### config.mk
export PLATFORM = sky130hd
export DESIGN_NAME = game_countdown_timer
export DESIGN_NICKNAME = d
export VERILOG_FILES = /design/src/rtl/timer_pkg.sv /design/src/rtl/bcd_digit_down.sv /design/src/rtl/game_countdown_timer.sv
export SDC_FILE = /design/constraint.sdc
export NUM_CORES = 1
export LEC_CHECK = 0
export BUFFER_PORTS_ARGS = -buffer_cell sky130_fd_sc_hd__buf_2
export CAP_MARGIN = 20
export CELL_PAD_IN_SITES_DETAIL_PLACEMENT = 2
export CELL_PAD_IN_SITES_GLOBAL_PLACEMENT = 2
export CORE_AREA = 2 2 60 62
export CTS_CLUSTER_DIAMETER = 50
export DETAILED_ROUTE_END_ITERATION = 6
export DIE_AREA = 0 0 62 64
export PLACE_DENSITY = 0.89
export SLEW_MARGIN = 20
export SYNTH_ARGS = -nofsm -noshare
export SYNTH_HDL_FRONTEND = slang
export SYNTH_SLANG_ARGS = --single-unit
### constraint.sdc
create_clock -name clock -period 3.3 [get_ports clock]
set_input_delay 0.99 -clock clock [delete_from_list [all_inputs] [get_ports clock]]
set_output_delay 0.99 -clock clock [all_outputs]
set_load 0.02 [all_outputs]
### src/rtl/timer_pkg.sv
// Shared definitions for the game countdown timer: FSM encoding, BCD digit
// limits, the low-time warning threshold and small digit helpers.
package timer_pkg;

  typedef enum logic [1:0] {
    IDLE   = 2'd0,
    RUN    = 2'd1,
    PAUSED = 2'd2,
    DONE   = 2'd3
  } state_t;

  localparam logic [3:0] MAX_ONES  = 4'd9;
  localparam logic [2:0] MAX_TENS  = 3'd5;
  localparam logic [9:0] WARN_SECS = 10'd10;

  function automatic logic [3:0] clamp_ones(input logic [3:0] v);
    return (v > MAX_ONES) ? MAX_ONES : v;
  endfunction

  function automatic logic [2:0] clamp_tens(input logic [2:0] v);
    return (v > MAX_TENS) ? MAX_TENS : v;
  endfunction

  // Total remaining seconds; 9:59 = 599 fits in 10 bits.
  function automatic logic [9:0] to_secs(input logic [3:0] mins,
                                         input logic [2:0] tens,
                                         input logic [3:0] ones);
    return 10'(mins) * 10'd60 + 10'(tens) * 10'd10 + 10'(ones);
  endfunction

endpackage

### src/rtl/bcd_digit_down.sv
// One down-counting BCD digit: synchronous load, decrement enable, wrap from
// 0 to MAX, and borrow_out flagging that the digit currently reads 0.
module bcd_digit_down #(
  parameter int             W       = 4,
  parameter logic [W-1:0]   MAX     = W'(9),
  parameter logic [W-1:0]   RST_VAL = '0
) (
  input  logic         clock,
  input  logic         reset,
  input  logic         load,
  input  logic [W-1:0] load_val,
  input  logic         dec_en,
  output logic [W-1:0] value,
  output logic         borrow_out
);

  logic [W-1:0] value_q, value_d;

  // NOTE: every variable assigned in always_comb gets a default first, so no latch is inferred.
  always_comb begin
    value_d = value_q;
    if (load)        value_d = load_val;
    else if (dec_en) value_d = (value_q == '0) ? MAX : value_q - W'(1);
  end

  // NOTE: sequential state uses non-blocking assignments only.
  always_ff @(posedge clock or posedge reset) begin
    if (reset) value_q <= RST_VAL;
    else       value_q <= value_d;
  end

  assign value      = value_q;
  assign borrow_out = (value_q == '0);

endmodule

### src/rtl/game_countdown_timer.sv
// mm:ss round timer advanced only by sec_tick strobes; flags expiry to the game FSM.
// Optional low-time blink on `warn` is enabled by defining TIMER_WARN_EN.
module game_countdown_timer
  import timer_pkg::*;
#(
  parameter logic [3:0] DEF_MIN      = 4'd1,
  parameter logic [2:0] DEF_SEC_TENS = 3'd0,
  parameter logic [3:0] DEF_SEC_ONES = 4'd0
) (
  input  logic       clock,
  input  logic       reset,
  input  logic       sec_tick,
  input  logic       halfsec_tick,
  input  logic       start,
  input  logic       pause,
  input  logic [3:0] load_min,
  input  logic [2:0] load_sec_tens,
  input  logic [3:0] load_sec_ones,
  output logic [3:0] min_bcd,
  output logic [2:0] sec_tens,
  output logic [3:0] sec_ones,
  output logic       running,
  output logic       expired,
  output logic       timeout,
  output logic       warn
);

  state_t     state_q, state_d;
  logic       running_q, expired_q, timeout_q, timeout_d;
  logic [3:0] ld_min, ld_ones, min_q, ones_q;
  logic [2:0] ld_tens, tens_q;
  logic       ones_borrow, tens_borrow, min_borrow;
  logic       do_dec, hits_zero, load_zero;

  assign ld_min  = clamp_ones(load_min);
  assign ld_tens = clamp_tens(load_sec_tens);
  assign ld_ones = clamp_ones(load_sec_ones);

  // start outranks everything, so a same-cycle tick never decrements the old value.
  assign do_dec    = !start && (state_q == RUN) && sec_tick;
  assign hits_zero = do_dec && (ones_q == 4'd1) && tens_borrow && min_borrow;
  assign load_zero = (ld_min == 4'd0) && (ld_tens == 3'd0) && (ld_ones == 4'd0);

  bcd_digit_down #(.W(4), .MAX(MAX_ONES), .RST_VAL(DEF_SEC_ONES)) u_ones (
    .clock(clock), .reset(reset), .load(start), .load_val(ld_ones),
    .dec_en(do_dec), .value(ones_q), .borrow_out(ones_borrow)
  );

  bcd_digit_down #(.W(3), .MAX(MAX_TENS), .RST_VAL(DEF_SEC_TENS)) u_tens (
    .clock(clock), .reset(reset), .load(start), .load_val(ld_tens),
    .dec_en(do_dec && ones_borrow), .value(tens_q), .borrow_out(tens_borrow)
  );

  bcd_digit_down #(.W(4), .MAX(MAX_ONES), .RST_VAL(DEF_MIN)) u_min (
    .clock(clock), .reset(reset), .load(start), .load_val(ld_min),
    .dec_en(do_dec && ones_borrow && tens_borrow), .value(min_q), .borrow_out(min_borrow)
  );

  always_comb begin
    state_d   = state_q;
    timeout_d = 1'b0;
    if (start) begin
      if (load_zero) begin
        state_d   = DONE;
        timeout_d = 1'b1;
      end else begin
        state_d = RUN;
      end
    end else begin
      case (state_q)
        RUN: begin
          // Reaching 0:00 wins over a simultaneous pause.
          if (hits_zero) begin
            state_d   = DONE;
            timeout_d = 1'b1;
          end else if (pause) begin
            state_d = PAUSED;
          end
        end
        PAUSED:  if (pause) state_d = RUN;
        default: ;
      endcase
    end
  end

  always_ff @(posedge clock or posedge reset) begin
    if (reset) begin
      state_q   <= IDLE;
      running_q <= 1'b0;
      expired_q <= 1'b0;
      timeout_q <= 1'b0;
    end else begin
      state_q   <= state_d;
      running_q <= (state_d == RUN);
      expired_q <= (state_d == DONE);
      timeout_q <= timeout_d;
    end
  end

`ifdef TIMER_WARN_EN
  logic warn_q, warn_d;
  logic low_time;

  assign low_time = (to_secs(min_q, tens_q, ones_q) <= WARN_SECS);

  // Blink only while staying in RUN; any exit, reload or high time forces 0.
  always_comb begin
    warn_d = 1'b0;
    if (!start && (state_q == RUN) && (state_d == RUN) && low_time)
      warn_d = (sec_tick || halfsec_tick) ? !warn_q : warn_q;
  end

  always_ff @(posedge clock or posedge reset) begin
    if (reset) warn_q <= 1'b0;
    else       warn_q <= warn_d;
  end

  assign warn = warn_q;
`else
  logic unused_halfsec;
  assign unused_halfsec = halfsec_tick;
  assign warn           = 1'b0;
`endif

  assign min_bcd  = min_q;
  assign sec_tens = tens_q;
  assign sec_ones = ones_q;
  assign running  = running_q;
  assign expired  = expired_q;
  assign timeout  = timeout_q;

endmodule

Word-level counts from Yosys, hierarchy flattened --
Cells that the tools add are included.
Word-level totals: flip-flop bits (word level) 16, bits of input ports 17, output and inout port bits 15, logic and storage cells 59
Operators by class: $add $sub $neg 3, order comparisons 3, equal/unequal tests 5, muxes and demuxes 22, reduce and logical (&&, ||, !) cells 19
Operator list (number):
- $mux W4 | 8
- $logic_not A4 Y1 | 4
- $mux W3 | 4
- $mux W2 | 5
- $logic_and A1 B1 Y1 | 9
- $gt A4 B4 Y1 const B | 2
- $sub A4 B1 Y4 const B | 2
- $logic_not A3 Y1 | 2
- $reduce_bool A2 Y1 | 3
- $eq A2 B1 Y1 const B | 2
- $eq A2 B2 Y1 const B | 2
- $eq A4 B1 Y1 const B | 1
- $mux W1 | 4
- $pmux W2 S2 | 1
- $gt A3 B3 Y1 const B | 1
- $sub A3 B1 Y3 const B | 1
- $logic_not A1 Y1 | 1

Longest topological paths before layout --
Gate-level depths: netlist (run 1).
depth in word-level cells 10, depth in mapped cells 7

Modules after synthesis --
Synthesis (run 1) repeated with hierarchy kept, for this count alone.
Unflattened totals: cell total of the unflattened synthesis 113, area, all modules 1081.0 µm²
By module, submodules not included:
- game_countdown_timer | times used 1, cells each 48, area an instance 449.2 µm², sequential area each 125.1 µm²
- bcd_digit_down (u_min) | times used 1, cells each 23, area an instance 226.5 µm², sequential area each 101.3 µm²
- bcd_digit_down (u_ones) | times used 1, cells each 23, area an instance 225.2 µm², sequential area each 100.1 µm²
- bcd_digit_down (u_tens) | times used 1, cells each 19, area an instance 180.2 µm², sequential area each 75.1 µm²

Least setup slack after synthesis (run 1) --
OpenSTA, ideal clock, no wires.
path type input port to flip-flop, from input start, to register u_tens.value_q[1] (netlist: u_tens.value[1]), setup time 124 ps, arrival 1955 ps, data required time 3176 ps, setup slack 1221 ps, stages 5, buffers on the path 1, path through buf_2 -> and3b_1 -> nand3_1 -> o211a_1 -> a211o_1
On the way: longest elaborated chain between the ends 5, elaborated cells between the ends (all ways) 6, classes of those cells mux: 1; reduce/logical: 5
Ends and longest elaborated chain:
- start: declaration | line game_countdown_timer.sv:14 | input logic start,
- $logic_not A1 Y1 | line game_countdown_timer.sv:40 | assign do_dec = !start && (state_q == RUN) && sec_tick;
- $logic_and A1 B1 Y1 (2 in a row) | line game_countdown_timer.sv:40
- $logic_and A1 B1 Y1 | line game_countdown_timer.sv:51 | .dec_en(do_dec && ones_borrow), .value(tens_q), .borrow_out(tens_borrow)
- $reduce_bool A2 Y1 (no source line)
- end signal: assignment | line bcd_digit_down.sv:29 | else value_q <= value_d;
- end: declaration | line bcd_digit_down.sv:17 | logic [W-1:0] value_q, value_d;
Several ways; a longest one is shown, not always the timed one. A chain may end at the register's enable or synchronous reset.

Final worst setup path (run 1) --
Same ends and word-level chain as after synthesis.

==> summary.md, run 1 <==
| Metric | Value |
|---|---|
| CTS resizes | 0 |
| DR pass1 iterations | 4 |
| Power per cell area | 587 nW/um2 |
| CP max stage delay | 490 ps |
| Maximum number of pins on one net before global-route repair | 17 |
| Post-layout nets | 152 |
| Post-DP HPWL | 2.36 mm |
| Fin crit share | 68.3% |
| CP required | 3490 ps |
| Largest cells by area after synthesis | dfrtp_1, nor2_1, nor2b_1, nand2_1, dfstp_2 |
| RSZ-0062 raised after global routing | no |
| # IOs | 32 |
| Clock buffer depth | 2 |
| Height of the die | 64 um |
| CTS Buf Count | 3 |
| Buffers added on ports | 29 |
| Vias per cell | 5.17 |
| Clock root buffer master | clkbuf_4 |
| Main combinational cell family by area after synthesis | simple AND/OR/NAND/NOR gates |
| Post-Synth XOR/XNOR Area | 2.75% |
| Max_slew headroom | 57.0% |
| Buf/Inv on CP | 1 |
| Gp weighted congestion | 0.802 |
| Synth Warn # | 0 |
| Count leader, synth | dfrtp_1 |
| EDFF count, synth | 0 |
| Via count | 921 |
| DRC violations left | 0 |
| Clk Latency, worst-skew pair | 300 ps |
| Leading area contributor after synthesis | dfrtp_1 |
| WL per Instance | 16.7 um |
| # fillers | 372 |
| Cell count after synthesis | 103 |
| H-tree depth | 1 |
| Global-route wire length before repair | 4.87 mm |
| Chip Width | 62 um |
| Non-Filler Instances | 178 |
| Max cap viols | 0 |
| Hold Path Class | register to register |
| Arrival time worst endpoint | 2450 ps |
| Crit path capture type | register |
| Post-synthesis sequential area ratio | 42.0% |
| Max-slew violations | 0 |
| Yosys cell types | 45 |
| Grt ovf | 0 |
| Slowest-stage cell, CP | and3b_1 |
| CP Max Fanout | 11 |
| Seq cells post-synth | 16 |
| Clock slew at reported path FFs | 100 ps |
| Top cell type's share of synthesized area | 39.3% |
| Synth Area in Simple Gates | 31.2% |
| Synthesized-area fraction occupied by adder cells | 2.62% |
| Post-Syn Area | 956 um2 |
| Post-synthesis mux area share | 1.05% |
| Tot GR Track Use | 16.9% |
| Ys async rst share | 100% |
| Postcts setup bufs | 0 |
| Row cnt | 21 |
| Die area | 3970 um2 |
| Diodes inserted | 0 |
| Final wirelength | 2.98 mm |
| Clk sinks | 16 |
| Post-placement cell count | 174 |
| Final setup vio count | 0 |
| Antenna-violating nets left | 0 |
| Complex-gate fraction of the synthesized area | 16.0% |
| Slew @ Worst Pin | 645 ps |
| Initial antenna violation count | 0 |
| Synth Area per Inst | 9.28 um2 |
| CP Launch Type | primary input |
| Critical path type | primary input to register |
| Leakage | 0.557 nW |
| Critical path cell sequence | buf_2 -> and3b_1 -> nand3_1 -> o211a_1 -> a211o_1 |
| Crit path max-delay family | simple AND/OR/NAND/NOR gates |
| Most used DFF post-synth | dfrtp_1 |
| Core footprint | 3280 um2 |
| Share of cells above drive strength 1 | 30.3% |
| Post-synth top cells | dfrtp_1, nor2_1, nand2_1 |
| Hold-fix buffers, CTS | 0 |
| Worst vdd ir | 0.216 mV |
| Fmax | 0.444 GHz |
| Syn nets | 122 |
| Outcome | completed |
| CTS tree | done |
| Final Skew | 3.05 ps |
| Vias in the first global route | 996 |
| Area growth syn-to-layout | 22.5% |
| Initial DRC Count | 27 |
| Tmin final | 2250 ps |
| Sum Neg Setup Slack | 0 ps |
| Final Hold Viols | 0 |
| Initial Util | 29.1% |
==> state kept, by name (all words and copies together), names as in the netlist <==
| register | cells |
|---|---|
| running | 1 |
| state_q | 2 |
| u_min.value | 4 |
| u_tens.value | 3 |
| u_ones.value | 4 |
| expired | 1 |
| timeout | 1 |
==> cell families (layout without fill, tap and decap cells) <==
family / count (synthesis) / count (layout)
simple gates: 51 / 51
fa+ha+maj: 2 / 2
other cells: 1 / 1
compound gates: 21 / 21
buf+inv: 8 / 37
flops: 16 / 16
xor+xnor: 3 / 3
mux: 1 / 1
==> metal layers <==
layer	vias to the layer above	GRT usage, %	part of all wire [%]
met1	462	21.3	42
met3	3	3.24	4.8
met2	25	26.6	53
met4	0	8.51	0.94
met5	-	0	0
li1	431	-	-
==> area by class of cell <==
type	instances	area [um2]	area share, %
sequential	16	402	34.3
inverter	4	15.0	1.28
multi-input combinational	79	515	44.0
tap	46	57.6	4.91
clock buffer	4	36.3	3.10
timing repair buffer	29	145	12.4
==> power by group <==
part           leakage (nW)  internal [mW]  total [mW]  switching (mW)
Sequential            0.195          0.236       0.280          0.0439
Combinational         0.341          0.114       0.273           0.159
Clock                0.0210         0.0674       0.135          0.0675
Total                 0.557          0.417       0.687           0.270
==> stage by stage <==
stage          power, mW  worst slack, ps  area (um2)  hold slack, ps  utilization, %
2_1_floorplan      0.472             1220         956             596               -
3_3_place_gp       0.533              802        1130             576            34.6
3_5_place_dp       0.557              740        1130             594            34.6
4_1_cts            0.698             1070        1170             620            35.7
5_1_grt            0.742              961        1170             661            35.7
6_report           0.687             1050        1170             617            35.7
==> layout by cell type, fill, tap and decap left out, types with 2 or more instances in the layout <==
master    instances
nor2_1           11
a21oi_1           5
nand2_1           9
nor3_1            3
ha_1              2
clkbuf_4          3
buf_2            29
nor4_1            3
nand4_1           4
xor2_1            2
inv_1             4
nor2b_1           6
o21ai_0           3
dfrtp_1          15
nand3_1           2
nand2b_1          2
==> worst paths after layout <==
kind	cells after the start	slack (ps)	start	end
setup reg to reg	6	1260	state_q[1]	u_tens.value[1]
max in group asynchronous	2	2120	reset	timeout
hold / removal	1	620	u_min.value[2]	u_min.value[2]
hold reg to reg	1	620	u_min.value[2]	u_min.value[2]
min in group asynchronous	2	760	reset	u_tens.value[2]
setup / recovery	5	1050	start	u_tens.value[1]
No activity file was read; power rests on OpenSTA's default activity.
==> run 2: changes to the inputs <==
--- a/config.mk
+++ b/config.mk
@@ -5,15 +5,16 @@
 export SDC_FILE = /design/constraint.sdc
 export NUM_CORES = 1
 export LEC_CHECK = 0
+export ABC_AREA = 1
 export BUFFER_PORTS_ARGS = -buffer_cell sky130_fd_sc_hd__buf_2
 export CAP_MARGIN = 20
 export CELL_PAD_IN_SITES_DETAIL_PLACEMENT = 2
 export CELL_PAD_IN_SITES_GLOBAL_PLACEMENT = 2
-export CORE_AREA = 2 2 60 62
+export CORE_AREA = 2 2 64 66
 export CTS_CLUSTER_DIAMETER = 50
 export DETAILED_ROUTE_END_ITERATION = 6
-export DIE_AREA = 0 0 62 64
-export PLACE_DENSITY = 0.89
+export DIE_AREA = 0 0 66 68
+export PLACE_DENSITY = 0.86
 export SLEW_MARGIN = 20
 export SYNTH_ARGS = -nofsm -noshare
 export SYNTH_HDL_FRONTEND = slang
==> constraint.sdc (replaced) <==
create_clock -name clock -period 2.17 [get_ports clock]
set_input_delay 0.651 -clock clock [delete_from_list [all_inputs] [get_ports clock]]
set_output_delay 0.651 -clock clock [all_outputs]
set_load 0.02 [all_outputs]
==> run 2 against run 1 <==
Against the previous run: die area increased by 13%; flip-flop and latch count unchanged; sequential power increased by 57%; count of clock-buffer cells in the layout unchanged; clock power increased by 100%; cell area rose by 4.4%; sequential share of layout area down 1.4 points; clock skew increased by 5.5 ps; highest routed layer unchanged; largest power group is now combinational logic; setup slack worse by 480 ps; first-iteration DRC count down 52%; utilization fell by 4.0 points; synthesized cell count is 25% higher.
==> summary.md, run 2 <==
| Metric | Value |
|---|---|
| Seq cells post-synth | 16 |
| Clock buffer depth | 2 |
| Sum Neg Setup Slack | 0 ps |
| Buffers added on ports | 29 |
| Slowest-stage cell, CP | dfstp_2 |
| Util after Layout | 31.7% |
| Height of the die | 68 um |
| Clock slew at reported path FFs | 70 ps |
| Fmax | 0.626 GHz |
| Critical path type | register to primary output |
| Ys async rst share | 100% |
| Chip Width | 66 um |
| Top cell type's share of synthesized area | 38.5% |
| WL per Instance | 15.0 um |
| CP Launch Type | register |
| Clock root buffer master | clkbuf_8 |
| Power share of the combinational group | 41.7% |
| Yosys cell types | 32 |
| CTS Buf Count | 3 |
| Area growth syn-to-layout | 25.3% |
| Clk sinks | 16 |
| Switching share of power | 42.0% |
| Tmin final | 1600 ps |
| Count leader, synth | nand2_1 |
| Leakage | 0.657 nW |
| Global-route wire length before repair | 5.33 mm |
| CP max stage delay | 540 ps |
| Leading cell type in the layout, fill and taps excluded | buf_2 |
| Outcome | completed |
| Worst R2R End | running |
| Max cap viols | 0 |
| Hold-fix buffers, CTS | 0 |
| Hold Path Class | primary input to asynchronous set/reset pin |
| Switch Pwr | 513 uW |
| Crit path max-delay family | flip-flops |
| Initial antenna violation count | 0 |
| Buf/Inv on CP | 1 |
| Int Pwr | 707 uW |
| Synth Area per Inst | 7.57 um2 |
| # IOs | 32 |
| Clock network power share | 22.2% |
| Via count | 999 |
| Vias per cell | 4.76 |
| Fin crit share | 73.7% |
| Max-slew violations | 0 |
| Power per cell area | 998 nW/um2 |
| Final wirelength | 3.15 mm |
| Post-Syn Area | 976 um2 |
| RSZ-0062 raised after global routing | no |
| Final setup vio count | 0 |
| Cell count after synthesis | 129 |
| Row cnt | 23 |
| EDFF count, synth | 0 |
| Max_slew headroom | 56.1% |
| Maximum number of pins on one net before global-route repair | 17 |
| Share of cells above drive strength 1 | 26.9% |
| Worst reg2reg startpoint | state_q[1] |
| Leading area contributor after synthesis | dfrtp_1 |
| CTS tree | done |
| Die area | 4490 um2 |
| DRC violations left | 0 |
| Commonest cells after routing, fill and taps aside | buf_2, nand2_1, inv_1 |
| FF-to-FF path depth | 11 |
| Post-DP HPWL | 2.55 mm |
| Crit path capture type | primary output |
| H-tree depth | 1 |
| Gp weighted congestion | 0.778 |
| Antenna-violating nets left | 0 |
| CTS resizes | 0 |
| Most used DFF post-synth | dfrtp_1 |
| Worst vdd ir | 0.428 mV |
| CP required | 1520 ps |
| Vias in the first global route | 1,153 |
| Core footprint | 3860 um2 |
| Final Hold Viols | 0 |
| Clk Latency, worst-skew pair | 260 ps |
| Post-layout nets | 180 |
| Arrival time worst endpoint | 950 ps |
| Initial Util | 25.3% |
| Diodes inserted | 0 |
| Slew @ Worst Pin | 657 ps |
| Worst R2R Setup Slack | 580 ps |
| Postcts setup bufs | 0 |
| Synth Warn # | 0 |
| Post-synth top cells | nand2_1, inv_1, dfrtp_1, nor2_1, a21oi_1 |
| Grt ovf | 0 |
| CP Max Fanout | 3 |
| Largest cells by area after synthesis | dfrtp_1, nand2_1, inv_1, nor2_1, a21oi_1 |
| Part of the power in registers | 36.1% |
| Initial DRC Count | 13 |
| Post-synthesis sequential area ratio | 41.2% |
| DR pass1 iterations | 4 |
| Tot GR Track Use | 15.7% |
| # fillers | 484 |
| Final Skew | 8.53 ps |
| Syn nets | 148 |
| Critical path cell sequence | buf_2 |
## run 2: area by class of cell
cell class | instances | area, um2 | area share, %
Inverter | 20 | 75.1 | 6.14
Multi-Input combinational cell | 90 | 475 | 38.9
Timing Repair Buffer | 30 | 153 | 12.5
Clock buffer | 4 | 55.1 | 4.50
Sequential cell | 16 | 402 | 32.9
Tap cell | 50 | 62.6 | 5.12
## run 2: logic make-up after synthesis
| family | Yosys count | share of synthesized area [%] |
|---|---|---|
| buffers and inverters | 23 | 10.1 |
| adders and majority gates | 2 | 2.56 |
| DFF | 16 | 41.2 |
| other | 1 | 0.384 |
| and+or+nand+nor | 62 | 30.8 |
| AOI/OAI and AO/OA | 25 | 15.0 |
## run 2: power by group through the flow
stage                     clock [mW]  sequential (mW)  combinational [mW]
after floorplan                    0            0.512               0.270
after global placement             0            0.437               0.474
after detailed placement           0            0.446               0.514
after CTS                      0.279            0.442               0.519
after global routing           0.297            0.452               0.570
final                          0.271            0.440               0.509
## run 2: per-stage QoR
stage          hold WS [ps]  total power [mW]  setup WS [ps]  cells  area (um2)
2_1_floorplan           547             0.782            745    129         976
5_1_grt                 526              1.32            447    210        1220
3_5_place_dp            500             0.960            326    206        1170
3_3_place_gp            483             0.911            406    206        1170
4_1_cts                 503              1.24            554    210        1220
6_report                476              1.22            572    210        1220
## run 2: layer usage
| metal | GRT usage [%] | wire length [um] |
|---|---|---|
| met4 | 4.59 | 39 |
| met3 | 1.81 | 83 |
| met2 | 32.8 | 1770 |
| met1 | 16.2 | 1250 |
| met5 | 0 | 0 |
## run 2: worst max path at each step
stage                              start              end  depth (start not counted)
after floorplan                    start          running                         10
after global placement             start  u_tens.value[1]                          9
after detailed placement           start          running                         11
after CTS                 u_min.value[0]       min_bcd[0]                          1
after global routing          state_q[1]  u_ones.value[3]                          8
final                     u_min.value[0]       min_bcd[0]                          1
==> run 3: changes to the inputs <==
==> constraint.sdc (replaced) <==
create_clock -name clock -period 1.49 [get_ports clock]
set_input_delay 0.447 -clock clock [delete_from_list [all_inputs] [get_ports clock]]
set_output_delay 0.447 -clock clock [all_outputs]
set_load 0.02 [all_outputs]
==> run 3 against run 2 <==
Against the previous run: via count grew 6.2%; global-route usage grew 1.1 points; critical path depth grew 7; worst hold slack lost 290 ps; first-iteration DRC count shrank 31%; register-to-register slack lost 570 ps; setup slack lost 560 ps; flip-flop and latch count is the same; critical endpoint is now running; largest power group unchanged.
==> summary.md, run 3 (synthesis results as in run 2) <==
| Metric | Value |
|---|---|
| Clk sinks | 16 |
| Leakage | 0.725 nW |
| RSZ-0062 raised after global routing | yes |
| Vias per cell | 4.74 |
| Tot GR Track Use | 16.8% |
| Antenna-violating nets left | 0 |
| Hold Path Class | primary input to asynchronous set/reset pin |
| Clock slew at reported path FFs | 70 ps |
| Row cnt | 23 |
| Critical path type | register to register |
| Outcome | completed |
| Power per cell area | 1520 nW/um2 |
| CP Max Fanout | 3 |
| Final Hold Viols | 0 |
| Post-placement cell count | 212 |
| Leading cell type in the layout, fill and taps excluded | buf_2 |
| CTS tree | done |
| Post-layout nets | 194 |
| Smallest hold slack | 183 ps |
| Crit path capture type | register |
| WL per Instance | 16.3 um |
| Worst reg2reg startpoint | state_q[1] |
| Met3 usage | 2.30% |
| GRT busiest layer | met2 |
| Grt ovf | 0 |
| DRC violations left | 0 |
| Gp weighted congestion | 0.785 |
| # IOs | 32 |
| Final Power | 2.13 mW |
| DR pass1 iterations | 4 |
| Buffers added on ports | 29 |
| Share of cells above drive strength 1 | 42.5% |
| FF-to-FF path depth | 8 |
| CP Launch Type | register |
| Fin crit share | 99.4% |
| Worst vdd ir | 0.686 mV |
| Diodes inserted | 0 |
| Maximum number of pins on one net before global-route repair | 17 |
| Non-Filler Instances | 224 |
| Worst R2R End | running |
| Global-route wire length before repair | 5.76 mm |
| Via count | 1,061 |
| Post-DP HPWL | 2.58 mm |
| Clock buffer depth | 2 |
| Final Skew | 5.44 ps |
| Worst R2R Setup Slack | 10 ps |
| Height of the die | 68 um |
| Commonest cells after routing, fill and taps aside | buf_2, nand2_1, inv_1, dfrtp_1, buf_4 |
| GR Util met1 | 18.6% |
| Vias in the first global route | 1,210 |
| Max cap viols | 0 |
| Fmax | 0.675 GHz |
| Chip Width | 66 um |
| Clk Latency, worst-skew pair | 260 ps |
| Max-slew violations | 0 |
| Initial Util | 25.3% |
| Clock root buffer master | clkbuf_8 |
| Final wirelength | 3.65 mm |
| CP required | 1630 ps |
| Tmin final | 1480 ps |
| CTS Buf Count | 3 |
| Initial DRC Count | 9 |
| Final setup vio count | 0 |
| H-tree depth | 1 |
| Die area | 4490 um2 |
| GR Util met2 | 33.3% |
| Hold-fix buffers, CTS | 0 |
| Initial antenna violation count | 0 |
| Arrival time worst endpoint | 1620 ps |
| Core footprint | 3860 um2 |
| Area growth syn-to-layout | 43.5% |
[run 3: final cells by class]
type                       count  area [um2]
clock buffer                   4        55.1
inverter                      20        75.1
sequential                    16         402
timing repair buffer          44         258
multi-input combinational     90         548
tap                           50        62.6
fill                         454        2460
[run 3: timing repair]
action | 4_1_cts | 5_1_grt
setup endpoints to repair | 10 | 12
buffers inserted | 2 | 6
pin swaps | 0 | 5
gates resized for setup | 5 | 18
[run 3: routing by layer]
metal / wire [um] / up-vias / part of all wire, %
li1: - / 507 / -
met1: 1470 / 529 / 40
met2: 2030 / 20 / 56
met3: 96 / 5 / 2.6
met4: 59 / 0 / 1.6
met5: 0 / - / 0
[run 3: worst max-delay path by stage]
stage	slack [ps]	to	depth (start not counted)	from
finish	10	running	8	state_q[1]
global route	-60	running	11	state_q[1]
CTS	10	running	8	state_q[0]
detailed placement	-50	u_tens.value[1]	9	start
global placement	30	running	11	start
floorplan	150	running	11	state_q[1]
[run 3: power by group]
group,internal [mW],switching [mW],total [mW]
sequential,0.552,0.102,0.654
clock,0.235,0.163,0.398
combinational,0.435,0.638,1.07
[run 3: worst max-delay path, stage by stage, from the launching register on]
cell and delay [ps]:
dfrtp_1 400, buf_4 150, ha_4 150, inv_1 120
o211ai_1 110, nand2_1 100, nand2_1 80, a21oi_2 190
nor2_1 80
[run 3: per-stage QoR]
stage	util (%)	area (um2)	setup slack, ps	setup TNS [ps]
detailed placement	31.4	1210	-51.3	-243
global placement	31.4	1210	28.1	0
floorplan	-	976	146	0
CTS	33.8	1300	10.4	0
global route	36.3	1400	-62.0	-226
finish	36.3	1400	9.56	0
